===== src/rtl/stream_mux_pkg.sv =====
// Shared constants for the stream_mux_rr registered N-to-1 stream multiplexer.
package stream_mux_pkg;

  localparam logic MODE_FIXED = 1'b0;
  localparam logic MODE_RR    = 1'b1;

endpackage


===== src/rtl/rr_arbiter.sv =====
// Combinational N-way round-robin picker: first requester after ptr, wrapping mod N.
module rr_arbiter #(
  parameter int unsigned N     = 4,
  parameter int unsigned SEL_W = $clog2(N)
) (
  input  logic [N-1:0]     req,
  input  logic [SEL_W-1:0] ptr,
  output logic             gnt_valid,
  output logic [SEL_W-1:0] gnt_idx
);

  int unsigned cand;

  // Walk ptr+1 .. ptr+N; the first hit keeps the grant.
  always_comb begin
    gnt_valid = 1'b0;
    gnt_idx   = '0;
    cand      = 0;
    for (int unsigned i = 1; i <= N; i++) begin
      cand = (32'(ptr) + i) % N;
      if (!gnt_valid && req[cand[SEL_W-1:0]]) begin
        gnt_valid = 1'b1;
        gnt_idx   = SEL_W'(cand);
      end
    end
  end

endmodule


===== src/rtl/stream_mux_rr.sv =====
// Registered N-to-1 stream mux with fixed-select or round-robin arbitration.
// Optional packet lock (in_last/out_last) enabled by STREAM_MUX_PKT_LOCK_EN.
module stream_mux_rr
  import stream_mux_pkg::*;
#(
  parameter int unsigned N     = 4,
  parameter int unsigned W     = 8,
  parameter int unsigned SEL_W = $clog2(N)
) (
  input  logic             clk,
  input  logic             reset,
  input  logic             mode,
  input  logic [SEL_W-1:0] sel,
  input  logic [N-1:0]     in_valid,
  input  logic [N*W-1:0]   in_data,
  output logic [N-1:0]     in_ready,
`ifdef STREAM_MUX_PKT_LOCK_EN
  input  logic [N-1:0]     in_last,
  output logic             out_last,
`endif
  output logic             out_valid,
  output logic [W-1:0]     out_data,
  output logic [SEL_W-1:0] out_chan,
  input  logic             out_ready
);

  logic [W-1:0]     chan_data [N];
  logic [SEL_W-1:0] ptr;
  logic             rr_valid;
  logic [SEL_W-1:0] rr_idx;
  logic             sel_ok;
  logic             load;
  logic             gnt_valid;
  logic [SEL_W-1:0] gnt_idx;
  logic             rr_eff;
  logic             xfer;
  logic             is_last;
  logic             locked;
  logic [SEL_W-1:0] lock_chan;
  logic             lock_rr;

  for (genvar k = 0; k < N; k++) begin : g_chan
    assign chan_data[k] = in_data[k*W +: W];
  end

  rr_arbiter #(
    .N     (N),
    .SEL_W (SEL_W)
  ) u_arb (
    .req       (in_valid),
    .ptr       (ptr),
    .gnt_valid (rr_valid),
    .gnt_idx   (rr_idx)
  );

  assign sel_ok = {1'b0, sel} < (SEL_W+1)'(N);
  assign load   = !out_valid || out_ready;
  assign xfer   = load && gnt_valid;

  // Grant source: an open packet overrides mode/sel; rr_eff says whether ptr may advance.
  always_comb begin
    gnt_valid = 1'b0;
    gnt_idx   = '0;
    rr_eff    = 1'b0;
    if (locked) begin
      gnt_valid = in_valid[lock_chan];
      gnt_idx   = lock_chan;
      rr_eff    = lock_rr;
    end else if (mode == MODE_RR) begin
      gnt_valid = rr_valid;
      gnt_idx   = rr_idx;
      rr_eff    = 1'b1;
    end else begin
      gnt_valid = sel_ok && in_valid[sel];
      gnt_idx   = sel;
    end
  end

  always_comb begin
    in_ready = '0;
    if (xfer) in_ready[gnt_idx] = 1'b1;
  end

`ifdef STREAM_MUX_PKT_LOCK_EN
  assign is_last = in_last[gnt_idx];

  // Lock opens on a non-last beat and closes on the accepted last beat.
  always_ff @(posedge clk) begin
    if (reset) begin
      locked    <= 1'b0;
      lock_chan <= '0;
      lock_rr   <= 1'b0;
      out_last  <= 1'b0;
    end else if (xfer) begin
      locked    <= !is_last;
      lock_chan <= gnt_idx;
      lock_rr   <= rr_eff;
      out_last  <= is_last;
    end
  end
`else
  assign is_last   = 1'b1;
  assign locked    = 1'b0;
  assign lock_chan = '0;
  assign lock_rr   = 1'b0;
`endif

  // Output beat register and RR pointer; a stalled beat holds until out_ready.
  always_ff @(posedge clk) begin
    if (reset) begin
      out_valid <= 1'b0;
      out_data  <= '0;
      out_chan  <= '0;
      ptr       <= SEL_W'(N - 1);
    end else if (load) begin
      if (gnt_valid) begin
        out_valid <= 1'b1;
        out_data  <= chan_data[gnt_idx];
        out_chan  <= gnt_idx;
        if (rr_eff && is_last) ptr <= gnt_idx;
      end else begin
        out_valid <= 1'b0;
      end
    end
  end

endmodule


===== config.mk =====
export PLATFORM = sky130hd
export DESIGN_NAME = stream_mux_rr
export DESIGN_NICKNAME = d
export VERILOG_FILES = /design/src/rtl/stream_mux_pkg.sv /design/src/rtl/rr_arbiter.sv /design/src/rtl/stream_mux_rr.sv
export SDC_FILE = /design/constraint.sdc
export NUM_CORES = 1
export LEC_CHECK = 0
export ABC_AREA = 1
export CELL_PAD_IN_SITES_DETAIL_PLACEMENT = 1
export CELL_PAD_IN_SITES_GLOBAL_PLACEMENT = 1
export CORE_ASPECT_RATIO = 2
export CORE_MARGIN = 2
export CORE_UTILIZATION = 30
export DETAILED_ROUTE_END_ITERATION = 12
export PLACE_DENSITY_LB_ADDON = 0.1
export SYNTH_ARGS = -nofsm -noshare
export SYNTH_HDL_FRONTEND = slang
export SYNTH_HIERARCHICAL = 1
export SYNTH_SLANG_ARGS = --single-unit

===== constraint.sdc =====
create_clock -name clk -period 5.9 [get_ports clk]
set_clock_uncertainty 0.15 [all_clocks]
set_input_delay 0.885 -clock clk [delete_from_list [all_inputs] [get_ports clk]]
set_output_delay 0.885 -clock clk [all_outputs]
set_load 0.03 [all_outputs]

==> flow_summary_export.csv, run 1 <==
group,metric,value,unit
finish,antenna_cells,0,
critical_path,r2r.worst_path.cells,15,
synth,yosysUniqueCellTypes,25,
global_route,grt_use_met1,0.167,
finish,drive_above_1_share,0.137,
clock_network,clock_latency,0.24,ns
clock_network,clkSinkCount,13,
sta,whs,0.338,ns
critical_path,r2r_setup_slack,3.36,ns
critical_path,worstPathCellList,"clkdlybuf4s50_1, nand2_1, nand2_4, nand2_4, nand2_4, nor2_1, a21oi_1, nand3_1, inv_1, nand2_1, nand2_2, nand2_1, nor2_1, clkdlybuf4s50_1",
sta,fin_tns_setup,0,ns
global_route,grt_pass1_vias,1698,
critical_path,reg2reg_to,"out_data[7]$_SDFFE_PP0P_",
sta,setup_viol,0,
global_route,grt_pass1_wl,7420,um
synth,yosys.area.top_type,"dfxtp_1",
critical_path,regToRegStartpoint,"ptr[0]$_SDFFE_PP1P_",
global_route,gr-max-usage-layer,"met2",
pwr,p_leak,1.01,nW
drt,wl,4440,um
critical_path,slowest_stage,"clkdlybuf4s50_1",
finish,nets,328,
flow_run,cap_violations,0,
hold_path,whs_path_depth,2,
drt,firstDrtPassIters,4,
hold_path,hp-class,"reg -> reg",
critical_path,crit_required,4.87,ns
finish,layout_common_cells,"nand2_1 (58), clkdlybuf4s50_1 (56), inv_1 (39)",
floorplan,start_util,0.313,
synth,synth_area_leaders,"dfxtp_1 (19%), nand2_1 (16%), nand3_1 (14%)",
critical_path,critPathLaunchType,"input port",
clock_network,max-clock-path-buffers,2,
sta,fmax,0.219,GHz
floorplan,die_w,51.8,um
place,gp_congestion,0.750,
synth,synthCells,231,
sta,rsz0062_at_grt,"false",
floorplan,die_h,99.7,um
drt,wl_per_cell,13.1,um
floorplan,rows,34,
sta,relSlewSlack,0.673,
drt,drcViolationCount,0,
global_route,met3_usage,0.0105,
synth,synth_area_per_cell,5.94,um^2
clock_network,path_clk_slew,0.06,ns
finish,syn_to_final_growth,44.7,%
sta,hold_viol_final,0,
global_route,grt_max_degree,15,
clock_network,numCtsBuffers,3,
floorplan,coreArea,4380,um^2
place,numPortBuffers,56,
clock_network,htree_levels,1,
global_route,grtUsageMet2,0.389,
clock_network,cts_resized,0,
hold_path,hold_end,"out_data[3]$_SDFFE_PP0P_",
drt,avgViaCountPerCell,4.87,
sta,tightest_slew,0.489,ns
synth,ys_warn_count,6,
floorplan,boundaryPins,57,
pwr,power_density,244,nW/um^2
global_route,gr-total-overflow,0,
synth,synth_top_cell_area_share,0.190,
finish,fillerInstances,590,
critical_path,slowest_delay,0.68,ns
status,status,"finished, final reports clean",
critical_path,worstSetupEndpointType,"output port",
drt,first_iter_violations,17,
clock_network,cts_setup_buffers,0,
clock_network,hold_buffers,0,
synth,yosysSeqAreaShare,0.190,
global_route,grt.total_usage,0.188,
sta,final_max_slew_viol_count,0,
sta,final.min_clock_period,4.57,ns
finish,final_common_cell,"nand2_1",
critical_path,worstPathArrival,3.54,ns
floorplan,die-area,5170,um^2
clock_network,root_buffer,"clkbuf_8",
pwr,irDropWorstVdd,129,uV
place,hpwl,3740,um
sta,post-route-period-util,0.775,
drt,antenna_left,0,
synth,synth_area,1370,um^2
drt,vias,1650,
synth,synth.net_count,273,
critical_path,crit_type,"in -> out",
hold_path,min_from,"out_data[3]$_SDFFE_PP0P_",
clock_network,tritoncts,"built",
synth,synth_seq_cells,13,
global_route,antenna_found_initial,0,
critical_path,crit_fanout,12,
-- final cells by class --
cell class | count | area [um^2] | share of cell area
flip-flops and latches | 13 | 260 | 0.131
multi-input cells | 167 | 871 | 0.439
well taps | 54 | 67.6 | 0.0340
clock buffers | 4 | 45.0 | 0.0227
inverters | 44 | 174 | 0.0876
repair buffers | 57 | 568 | 0.286
-- registers in the layout (all words and copies together), names as in the netlist --
name	flops
out_data	8
out_chan	2
ptr	2
out_valid	1
-- cells in the mapped netlist (all sizes together) --
| cell | count |
|---|---|
| dfxtp | 13 |
| clkbuf | 1 |
| a21oi | 9 |
| clkinv | 1 |
| nand3b | 5 |
| inv | 43 |
| nor3 | 1 |
| o21a | 1 |
| o21ai | 4 |
| nand3 | 41 |
| buf | 6 |
| nand4 | 4 |
| nand2 | 82 |
| nor2 | 20 |
-- worst max path at each step --
stage                      from           to  slack, ns  depth (start not counted)
global route        in_valid[0]  in_ready[1]       1.07                         13
CTS                 in_valid[2]  in_ready[0]       1.30                         14
global placement    in_valid[2]  in_ready[0]       1.29                         14
finish              in_valid[2]  in_ready[0]       1.33                         14
floorplan           in_valid[2]  in_ready[0]       2.57                         13
detailed placement  in_valid[2]  in_ready[0]       1.30                         14
-- per-stage QoR --
| stage | cell area [um^2] | total power, mW | utilization | std cells | setup slack, ns |
|---|---|---|---|---|---|
| global route | 1990 | 0.525 | 0.453 | 339 | 1.07 |
| floorplan | 1370 | 0.318 | - | 231 | 2.57 |
| CTS | 1990 | 0.493 | 0.453 | 339 | 1.30 |
| global placement | 1940 | 0.410 | 0.443 | 335 | 1.29 |
| detailed placement | 1940 | 0.413 | 0.443 | 335 | 1.30 |
| finish | 1990 | 0.485 | 0.453 | 339 | 1.33 |
-- where the power goes --
part	internal (mW)	switching [mW]
clock network	0.0476	0.0309
registers	0.103	0.0133
logic	0.116	0.175
total	0.266	0.219
-- kinds of logic (layout without fill, tap and decap cells) --
kind of cell    after synthesis  in the layout  share of synthesized area
compound gates               14             14                     0.0529
flops                        13             13                      0.190
simple gates                153            153                      0.582
buf+inv                      51            105                      0.176
-- per-layer routing --
layer,wire [um],up-vias
met5,0,-
met4,157,0
met3,74,10
met2,2730,35
met1,1470,780
li1,-,825
-- worst max-delay path, delay by kind of cell --
kind,cells,cell delay [ns]
buf+inv,3,1.30
simple gates,10,1.20
compound gates,1,0.13
(Power assumes the default switching activity.)
==> run 2, diff against run 1 <==
--- a/config.mk
+++ b/config.mk
@@ -10,7 +10,7 @@
 export CELL_PAD_IN_SITES_GLOBAL_PLACEMENT = 1
 export CORE_ASPECT_RATIO = 2
 export CORE_MARGIN = 2
-export CORE_UTILIZATION = 30
+export CORE_UTILIZATION = 28
 export DETAILED_ROUTE_END_ITERATION = 12
 export PLACE_DENSITY_LB_ADDON = 0.1
 export SYNTH_ARGS = -nofsm -noshare
==> constraint.sdc (replaced) <==
create_clock -name clk -period 4.74 [get_ports clk]
set_clock_uncertainty 0.15 [all_clocks]
set_input_delay 0.711 -clock clk [delete_from_list [all_inputs] [get_ports clk]]
set_output_delay 0.711 -clock clk [all_outputs]
set_load 0.03 [all_outputs]
==> run 2 against run 1 <==
Compared with the run above:
- setup slack worse by 0.76 ns
- combinational power up 22%
- clock power up 29%
- first-iteration DRC count down 29%
- cell count up 0.88%
- hold slack worse by 0.0038 ns
- via count down 2.7%
- die area up 6.7%
- sequential power up 24%
- flip-flop and latch count unchanged
- global-route usage down 3.6 points
- cell area up 0.19%
- largest cell class unchanged
==> flow_summary_export.csv, run 2 (synthesis results as in run 1) <==
group,metric,value,unit
sta,post-route-period-util,0.880,
clock_network,clkSinkCount,13,
finish,drive_above_1_share,0.137,
drt,drcViolationCount,0,
critical_path,worstSetupEndpointType,"output port",
global_route,gr-total-overflow,0,
global_route,antenna_found_initial,0,
finish,reg_top3,"out_data x8, out_chan x2, ptr x2",
place,place_ws,0.537,ns
finish,finalNonFillerCells,342,
critical_path,slowest_stage,"clkdlybuf4s50_1",
sta,final.min_clock_period,4.17,ns
critical_path,worstPathArrival,3.31,ns
drt,antenna_left,0,
critical_path,path_buf_inv,3,
floorplan,coreArea,4770,um^2
critical_path,slowest_delay,0.67,ns
clock_network,cts_setup_buffers,0,
finish,finish.instance_area,1990,um^2
clock_network,root_buffer,"clkbuf_8",
place,numPortBuffers,56,
floorplan,boundaryPins,57,
clock_network,numCtsBuffers,3,
place,hpwl,3300,um
drt,wl,3960,um
finish,antenna_cells,0,
finish,syn_to_final_growth,44.9,%
clock_network,hold_buffers,0,
critical_path,crit_required,3.88,ns
floorplan,rows,36,
sta,relSlewSlack,0.666,
sta,tightest_slew,0.501,ns
pwr,power_density,302,nW/um^2
global_route,grt_pass1_vias,1541,
hold_path,hp-class,"reg -> reg",
finish,final_core_util,0.417,
sta,rsz0062_at_grt,"false",
floorplan,start_util,0.287,
critical_path,crit_type,"in -> out",
place,dp_cells,338,
place,dpl_cell_area,1940,um^2
clock_network,tritoncts,"built",
global_route,grt_pass1_wl,6470,um
drt,wl_per_cell,11.6,um
clock_network,max-clock-path-buffers,2,
finish,nets,328,
clock_network,clock_latency,0.25,ns
sta,hold_viol_final,0,
flow_run,cap_violations,0,
critical_path,critPathTopFamily,"buffers and inverters",
place,gp_congestion,0.816,
drt,first_iter_violations,12,
drt,firstDrtPassIters,4,
sta,final_max_slew_viol_count,0,
floorplan,die-area,5510,um^2
sta,fmax,0.240,GHz
pwr,irDropWorstVdd,176,uV
clock_network,cts_resized,0,
finish,layout_common_cells,"nand2_1 (58), clkdlybuf4s50_1 (56), inv_1 (39)",
pwr,p_leak,1.01,nW
global_route,grt.total_usage,0.152,
finish,final_common_cell,"nand2_1",
finish,largest_reg_flops,8,
status,status,"finished, final reports clean",
sta,setup_slack,0.569,ns
drt,vias,1606,
finish,top_register,"out_data",
critical_path,worstPathCellList,"clkdlybuf4s50_1, nand2_1, nand2_4, nand2_4, nand2_4, nor2_1, a21oi_1, nand3_1, inv_1, nand2_1, nand2_2, nand2_1, nor2_1, clkdlybuf4s50_1",
sta,fin_tns_setup,0,ns
drt,avgViaCountPerCell,4.70,
critical_path,critPathLaunchType,"input port",
sta,setup_viol,0,
critical_path,crit_fanout,12,
floorplan,die_h,103,um
clock_network,path_clk_slew,0.05,ns
floorplan,die_w,53.5,um
global_route,grt_max_degree,15,
clock_network,htree_levels,1,
==> run 2: where the power goes <==
part	switching, mW	internal [mW]	total [mW]
clock network	0.0413	0.0595	0.101
logic	0.212	0.144	0.356
registers	0.0158	0.128	0.144
total	0.269	0.331	0.600
==> run 2: worst min-delay path: cells and delay by family, from the launching register on <==
family,cells,cell delay [ns]
DFF,1,0.31
and+or+nand+nor,1,0.07
AOI/OAI and AO/OA,1,0.06
==> run 2: final timing paths <==
| kind | start | to | slack, ns | cells after the start |
|---|---|---|---|---|
| max | in_valid[2] | in_ready[0] | 0.57 | 14 |
| min | out_data[6]$_SDFFE_PP0P_ | out_data[6]$_SDFFE_PP0P_ | 0.33 | 2 |
| max reg2reg | ptr[0]$_SDFFE_PP1P_ | out_data[3]$_SDFFE_PP0P_ | 2.22 | 15 |
| min reg2reg | out_data[6]$_SDFFE_PP0P_ | out_data[6]$_SDFFE_PP0P_ | 0.33 | 2 |
==> run 2: cell type report <==
| class | instances | area, um^2 |
|---|---|---|
| well taps | 57 | 71.3 |
| inverters | 44 | 174 |
| clock buffers | 4 | 45.0 |
| fillers | 673 | 2790 |
| repair buffers | 57 | 568 |
| flip-flops and latches | 13 | 260 |
| multi-input cells | 167 | 871 |
==> run 2: stage by stage <==
stage | total power [mW] | hold WS [ns]
floorplan | 0.396 | 0.315
finish | 0.600 | 0.334
CTS | 0.609 | 0.338
detailed placement | 0.508 | 0.330
global placement | 0.501 | 0.322
global route | 0.656 | 0.354
==> run 2: layer usage <==
metal / up-vias / global-route usage / part of all wire
met3: 5 / 0.0145 / 0.046
met1: 736 / 0.188 / 0.43
li1: 822 / - / -
met5: - / 0 / 0
met2: 43 / 0.268 / 0.51
met4: 0 / 0.0493 / 0.011
==> run 3, diff against run 2 <==
==> constraint.sdc (replaced) <==
create_clock -name clk -period 4.26 [get_ports clk]
set_clock_uncertainty 0.15 [all_clocks]
set_input_delay 0.639 -clock clk [delete_from_list [all_inputs] [get_ports clk]]
set_output_delay 0.639 -clock clk [all_outputs]
set_load 0.03 [all_outputs]
==> run 3 against run 2 <==
Compared with the run above:
- hold slack improved by 0.0035 ns
- cell count increased by 0.29%
- first-iteration DRC count up 67%
- count of clock-buffer cells in the layout is the same
==> flow_summary_export.csv, run 3 (synthesis results as in run 1) <==
group,metric,value,unit
status,status,"finished, final reports clean",
critical_path,worstSetupEndpointType,"output port",
clock_network,tritoncts,"built",
drt,highest_layer,"met4",
pwr,irDropWorstVdd,167,uV
pwr,p_leak,1.03,nW
floorplan,die_h,103,um
critical_path,critPathLaunchType,"input port",
critical_path,crit_fanout,12,
clock_network,cts_setup_buffers,0,
critical_path,critPathTopFamily,"buffers and inverters",
pwr,p_seq_frac,0.238,
flow_run,cap_violations,0,
clock_network,numCtsBuffers,3,
clock_network,path_clk_slew,0.06,ns
drt,wl_met2,2050,um
sta,fmax,0.250,GHz
global_route,gr-total-overflow,0,
drt,firstDrtPassIters,4,
drt,antenna_left,0,
finish,nets,329,
finish,fillerInstances,667,
sta,whs,0.338,ns
clock_network,clock_latency,0.24,ns
sta,final.min_clock_period,4.00,ns
finish,syn_to_final_growth,45.7,%
finish,antenna_cells,0,
critical_path,worstPathCellList,"clkdlybuf4s50_1, nand2_1, nand2_2, inv_1, nand2_1, nand2_2, nand3b_1, nand3_1, inv_1, nand2_1, nand2_2, nor3_2, clkdlybuf4s50_1",
floorplan,die-area,5510,um^2
place,numPortBuffers,56,
floorplan,start_util,0.287,
finish,reg_top3,"out_data x8, out_chan x2, ptr x2",
floorplan,die_w,53.5,um
sta,tightest_slew,0.521,ns
clock_network,max-clock-path-buffers,2,
critical_path,crit_required,3.47,ns
sta,relSlewSlack,0.652,
pwr,swShare,0.447,
global_route,grt.total_usage,0.161,
sta,hold_viol_final,0,
floorplan,boundaryPins,57,
drt,wirelength_met1,1770,um
drt,vias,1584,
drt,drcViolationCount,0,
global_route,grt_pass1_vias,1543,
global_route,antenna_found_initial,0,
pwr,clkPwrFrac,0.165,
critical_path,slowest_stage,"clkdlybuf4s50_1",
global_route,grt_max_degree,14,
drt,routed-wl-met3,157,um
drt,first_iter_violations,20,
place,place_ws,0.215,ns
finish,final_core_util,0.419,
critical_path,r2r.worst_path.cells,15,
sta,rsz0062_at_grt,"false",
hold_path,whs_path_depth,2,
sta,setup_slack,0.260,ns
finish,drive_above_1_share,0.140,
finish,largest_reg_flops,8,
critical_path,crit_type,"in -> out",
floorplan,rows,36,
sta,post-route-period-util,0.939,
critical_path,slowest_delay,0.69,ns
sta,setup_viol,0,
pwr,comb_power_share,0.597,
finish,layout_common_cells,"nand2_1 (58), clkdlybuf4s50_1 (55), inv_1 (39)",
floorplan,coreArea,4770,um^2
clock_network,root_buffer,"clkbuf_8",
hold_path,hp-class,"reg -> reg",
pwr,p_int,370,uW
place,hpwl,3410,um
pwr,power_density,335,nW/um^2
pwr,p_switching,299,uW
critical_path,cp_num_cells,13,
sta,final_max_slew_viol_count,0,
critical_path,path_buf_inv,4,
clock_network,htree_levels,1,
clock_network,clkSinkCount,13,
finish,final_common_cell,"nand2_1",
place,gp_congestion,0.812,
drt,avgViaCountPerCell,4.62,
finish,top_register,"out_data",
drt,wl,4000,um
drt,wl_per_cell,11.7,um
global_route,grt_pass1_wl,6890,um
sta,fin_tns_setup,0,ns
critical_path,worstPathArrival,3.21,ns
## run 3: changes by cell type in the layout (fill, tap and decap cells not counted), sizes merged
cell,delta
dlymetal6s2s,+1
buf,+1
clkdlybuf4s50,-1
## run 3: per-layer routing
layer | GRT usage | vias up
li1 | - | 825
met1 | 0.209 | 717
met2 | 0.279 | 40
met3 | 0.0130 | 2
met4 | 0.0394 | 0
met5 | 0 | -
## run 3: repair_timing
item,CTS,global route
gates resized for setup,0,1
endpoints found under the setup margin,0,1
endpoints found under the hold margin,0,0
hold buffers,0,0
## run 3: worst reg2reg max path, delay by kind of cell, from the launching register on
family,cells,cell delay [ns]
AND/OR/NAND/NOR,13,1.42
flip-flops,1,0.64
AO/OA/AOI/OAI,1,0.13
buffers and inverters,1,0.07
## run 3: path summary, 6_finish.rpt
check | startpoint | endpoint | slack (ns)
setup / recovery | in_valid[0] | in_ready[1] | 0.26
hold reg to reg | out_chan[1]$_SDFFE_PP0P_ | out_chan[1]$_SDFFE_PP0P_ | 0.34
setup reg to reg | ptr[0]$_SDFFE_PP1P_ | out_data[1]$_SDFFE_PP0P_ | 1.73
hold / removal | out_chan[1]$_SDFFE_PP0P_ | out_chan[1]$_SDFFE_PP0P_ | 0.34
## run 3: area by class of cell
type | instances | area (um^2) | share of cell area
flip-flops and latches | 13 | 260 | 0.130
multi-input cells | 167 | 871 | 0.436
clock buffers | 4 | 45.0 | 0.0225
well taps | 57 | 71.3 | 0.0357
repair buffers | 58 | 578 | 0.289
inverters | 44 | 174 | 0.0870
## run 3: power groups by stage
stage | clock network [mW] | logic (mW) | registers (mW)
after floorplan | 0 | 0.250 | 0.190
after global placement | 0 | 0.396 | 0.163
after detailed placement | 0 | 0.404 | 0.163
after CTS | 0.111 | 0.405 | 0.160
after global routing | 0.118 | 0.448 | 0.163
final | 0.110 | 0.399 | 0.160
## run 3: metrics by stage
step	power, mW	cells	instance area [um^2]
final	0.669	343	2000
after global placement	0.559	339	1950
after floorplan	0.440	231	1370
after detailed placement	0.567	339	1950
after global routing	0.730	343	2000
after CTS	0.677	343	2000
==> RTL edit, RTL diff (settings of run 3) <==
Add a define of `STREAM_MUX_PKT_LOCK_EN`.
--- a/src/rtl/stream_mux_rr.sv
+++ b/src/rtl/stream_mux_rr.sv
@@ -1,4 +1,6 @@
 // Registered N-to-1 stream mux with fixed-select or round-robin arbitration.
 // Optional packet lock (in_last/out_last) enabled by STREAM_MUX_PKT_LOCK_EN.
+`define STREAM_MUX_PKT_LOCK_EN
+
 module stream_mux_rr
   import stream_mux_pkg::*;
Ports: changed (added in_last and out_last); port bits go from 57 to 62. No check against the original RTL was run, so the function may have changed too.
==> RTL edit against run 3 <==
Synthesized cell count grew 5.2%. Final area grew 11%. Routed wire length grew 31%. Sequential cell count grew 3. Via count grew 11%. Setup slack lost 53 ps. Synthesized area grew 9.6%. Critical endpoint is now in_ready[2].
Power is not compared: it rests on default switching activity, and its combinational part moved more than twofold at a synthesized area within 25%.
==> RTL edit: results (changes against run 3) <==
| Metric | Value |
|---|---|
| H-tree depth | 1 (unchanged) |
| Largest net degree at the start of global routing | 18 (was 14) |
| Port bufs | 61 (was 56) |
| Critical Path AT | 3260 ps (was 3210 ps) |
| Synth async-reset ratio | 0 (unchanged) |
| Layout cells sized above 1 | 0.187 (was 0.140) |
| WHS Endpoint | lock_rr (was out_chan[1]) |
| Reg2reg path depth | 18 (was 15) |
| Family with the most delay on the worst path | buffers and inverters (unchanged) |
| Synth area leaders | dfxtp_1 21%, nand2_1 16%, o21ai_0 6.7% (was dfxtp_1 19%, nand2_1 16%, nand3_1 14%) |
| Final #Nets | 352 (was 329) |
| Post-synthesis compound-gate area fraction | 0.216 (was 0.0529) |
| Synth top cells by count | 65 x nand2_1, 25 x inv_1, 21 x nor2_1, 20 x o21ai_0, 18 x nand3_1 (was 58 x nand2_1, 39 x inv_1, 38 x nand3_1, 18 x nor2_1, 15 x nand2_2) |
| Sequential-to-total area share from yosys stat | 0.213 (was 0.190) |
| DP Wirelength | 4.46 mm (was 3.41 mm) |
| RR Startpoint | ptr[0] (unchanged) |
| R2R setup slack | 1350 ps (was 1730 ps) |
| Mux share of post-synthesis cell area | 0 (unchanged) |
| Count of final hold-check violations | 0 (unchanged) |
| P_leak | 0.981 nW |
| Routed wire length | 5.25 mm (was 4.00 mm) |
| Xor/xnor share of the synthesized area | 0 (unchanged) |
| Worst reg2reg path endpoint | out_data[4] (was out_data[1]) |
| First-pass GRT wire length | 8.78 mm (was 6.89 mm) |
| Crit. Startpoint | in_valid[2] (was in_valid[0]) |
| CP max stage delay | 700 ps |
| Run status | complete, no violations (unchanged) |
| Synth warn | 6 (unchanged) |
| Worst Hold Slack | 320 ps (was 338 ps) |
| CTS resizes | 0 (unchanged) |
| Mapped Nets | 289 (was 273) |
| Clock Root Buffer | clkbuf_8 (unchanged) |
| Diode count | 0 (unchanged) |
| DRC | 0 (unchanged) |
| GPL Wtd Cong | 0.893 (was 0.812) |
| Largest registers | out_data (8), lock_chan (2), ptr (2) (was out_data (8), out_chan (2), ptr (2)) |
| CTS clk-pin slew, worst paths | 70 ps |
| Initial DRC count | 31 (was 20) |
| Hold path start | lock_rr (was out_chan[1]) |
| Crit Path Max Fanout | 9 (was 12) |
| DR vias/cell | 4.85 (was 4.62) |
| Hold WC Path Type | reg -> reg (unchanged) |
| GRT Resource Usage Total | 0.183 (was 0.161) |
| Max-slew headroom | 0.662 (was 0.652) |
| Unique masters post-synth | 26 (was 25) |
| Dpl ws | 172 ps (was 215 ps) |
| Vias in the first global route | 1939 (was 1543) |
| Maximum root-to-sink buffer count | 2 (unchanged) |
| Max stage delay cell, worst path | clkdlybuf4s50_1 (unchanged) |
| TritonRoute pass-1 iters | 4 (unchanged) |
| Clock latency on the worst-skew pair | 250 ps |
-- RTL edit: cell families (layout without fill, tap and decap cells) --
group | Yosys count | count (layout)
flip-flops | 16 | 16
AND/OR/NAND/NOR | 137 | 137
AO/OA/AOI/OAI | 51 | 51
buffers and inverters | 39 | 101
-- RTL edit: layer usage --
layer	wire (um)	track usage	up-vias
met2	3310	0.405	39
met3	137	0.0120	8
met4	105	0.0527	0
met5	0	0	-
li1	-	-	898
met1	1700	0.167	815
-- RTL edit: final cells by class --
cell class | count | area (um2)
timing repair buffer | 66 | 648
sequential | 16 | 320
clock buffer | 4 | 55.1
inverter | 31 | 121
multi-input combinational | 188 | 995
tap | 58 | 72.6
fill | 709 | 2970
-- RTL edit: how the worst max path moves through the flow --
stage	slack, ps	depth (start not counted)	end
after detailed placement	170	14	in_ready[2]
final	210	14	in_ready[2]
after global routing	50	14	in_ready[2]
after CTS	170	14	in_ready[2]
after global placement	200	14	in_ready[2]
after floorplan	1390	12	in_ready[2]
-- RTL edit: worst min-delay path, cell delays in order, from the launching register on --
cell,delay (ps)
dfxtp_1,300
inv_1,70
a21oi_1,60
-- RTL edit: power groups by stage --
stage               sequential [W]  clock [W]  combinational [W]
floorplan                 0.000370          0           0.000912
finish                    0.000296   0.000137            0.00137
global route              0.000309   0.000145            0.00151
global placement          0.000299          0            0.00138
CTS                       0.000297   0.000139            0.00140
detailed placement        0.000300          0            0.00139
-- RTL edit: stage by stage --
stage          total power, W  cell area [um2]  std cells   util
3_3_place_gp          0.00168             2160        359  0.416
4_1_cts               0.00183             2210        363  0.427
3_5_place_dp          0.00169             2160        359  0.416
5_1_grt               0.00197             2210        363  0.427
2_1_floorplan         0.00128             1500        243      -
6_report              0.00180             2210        363  0.427
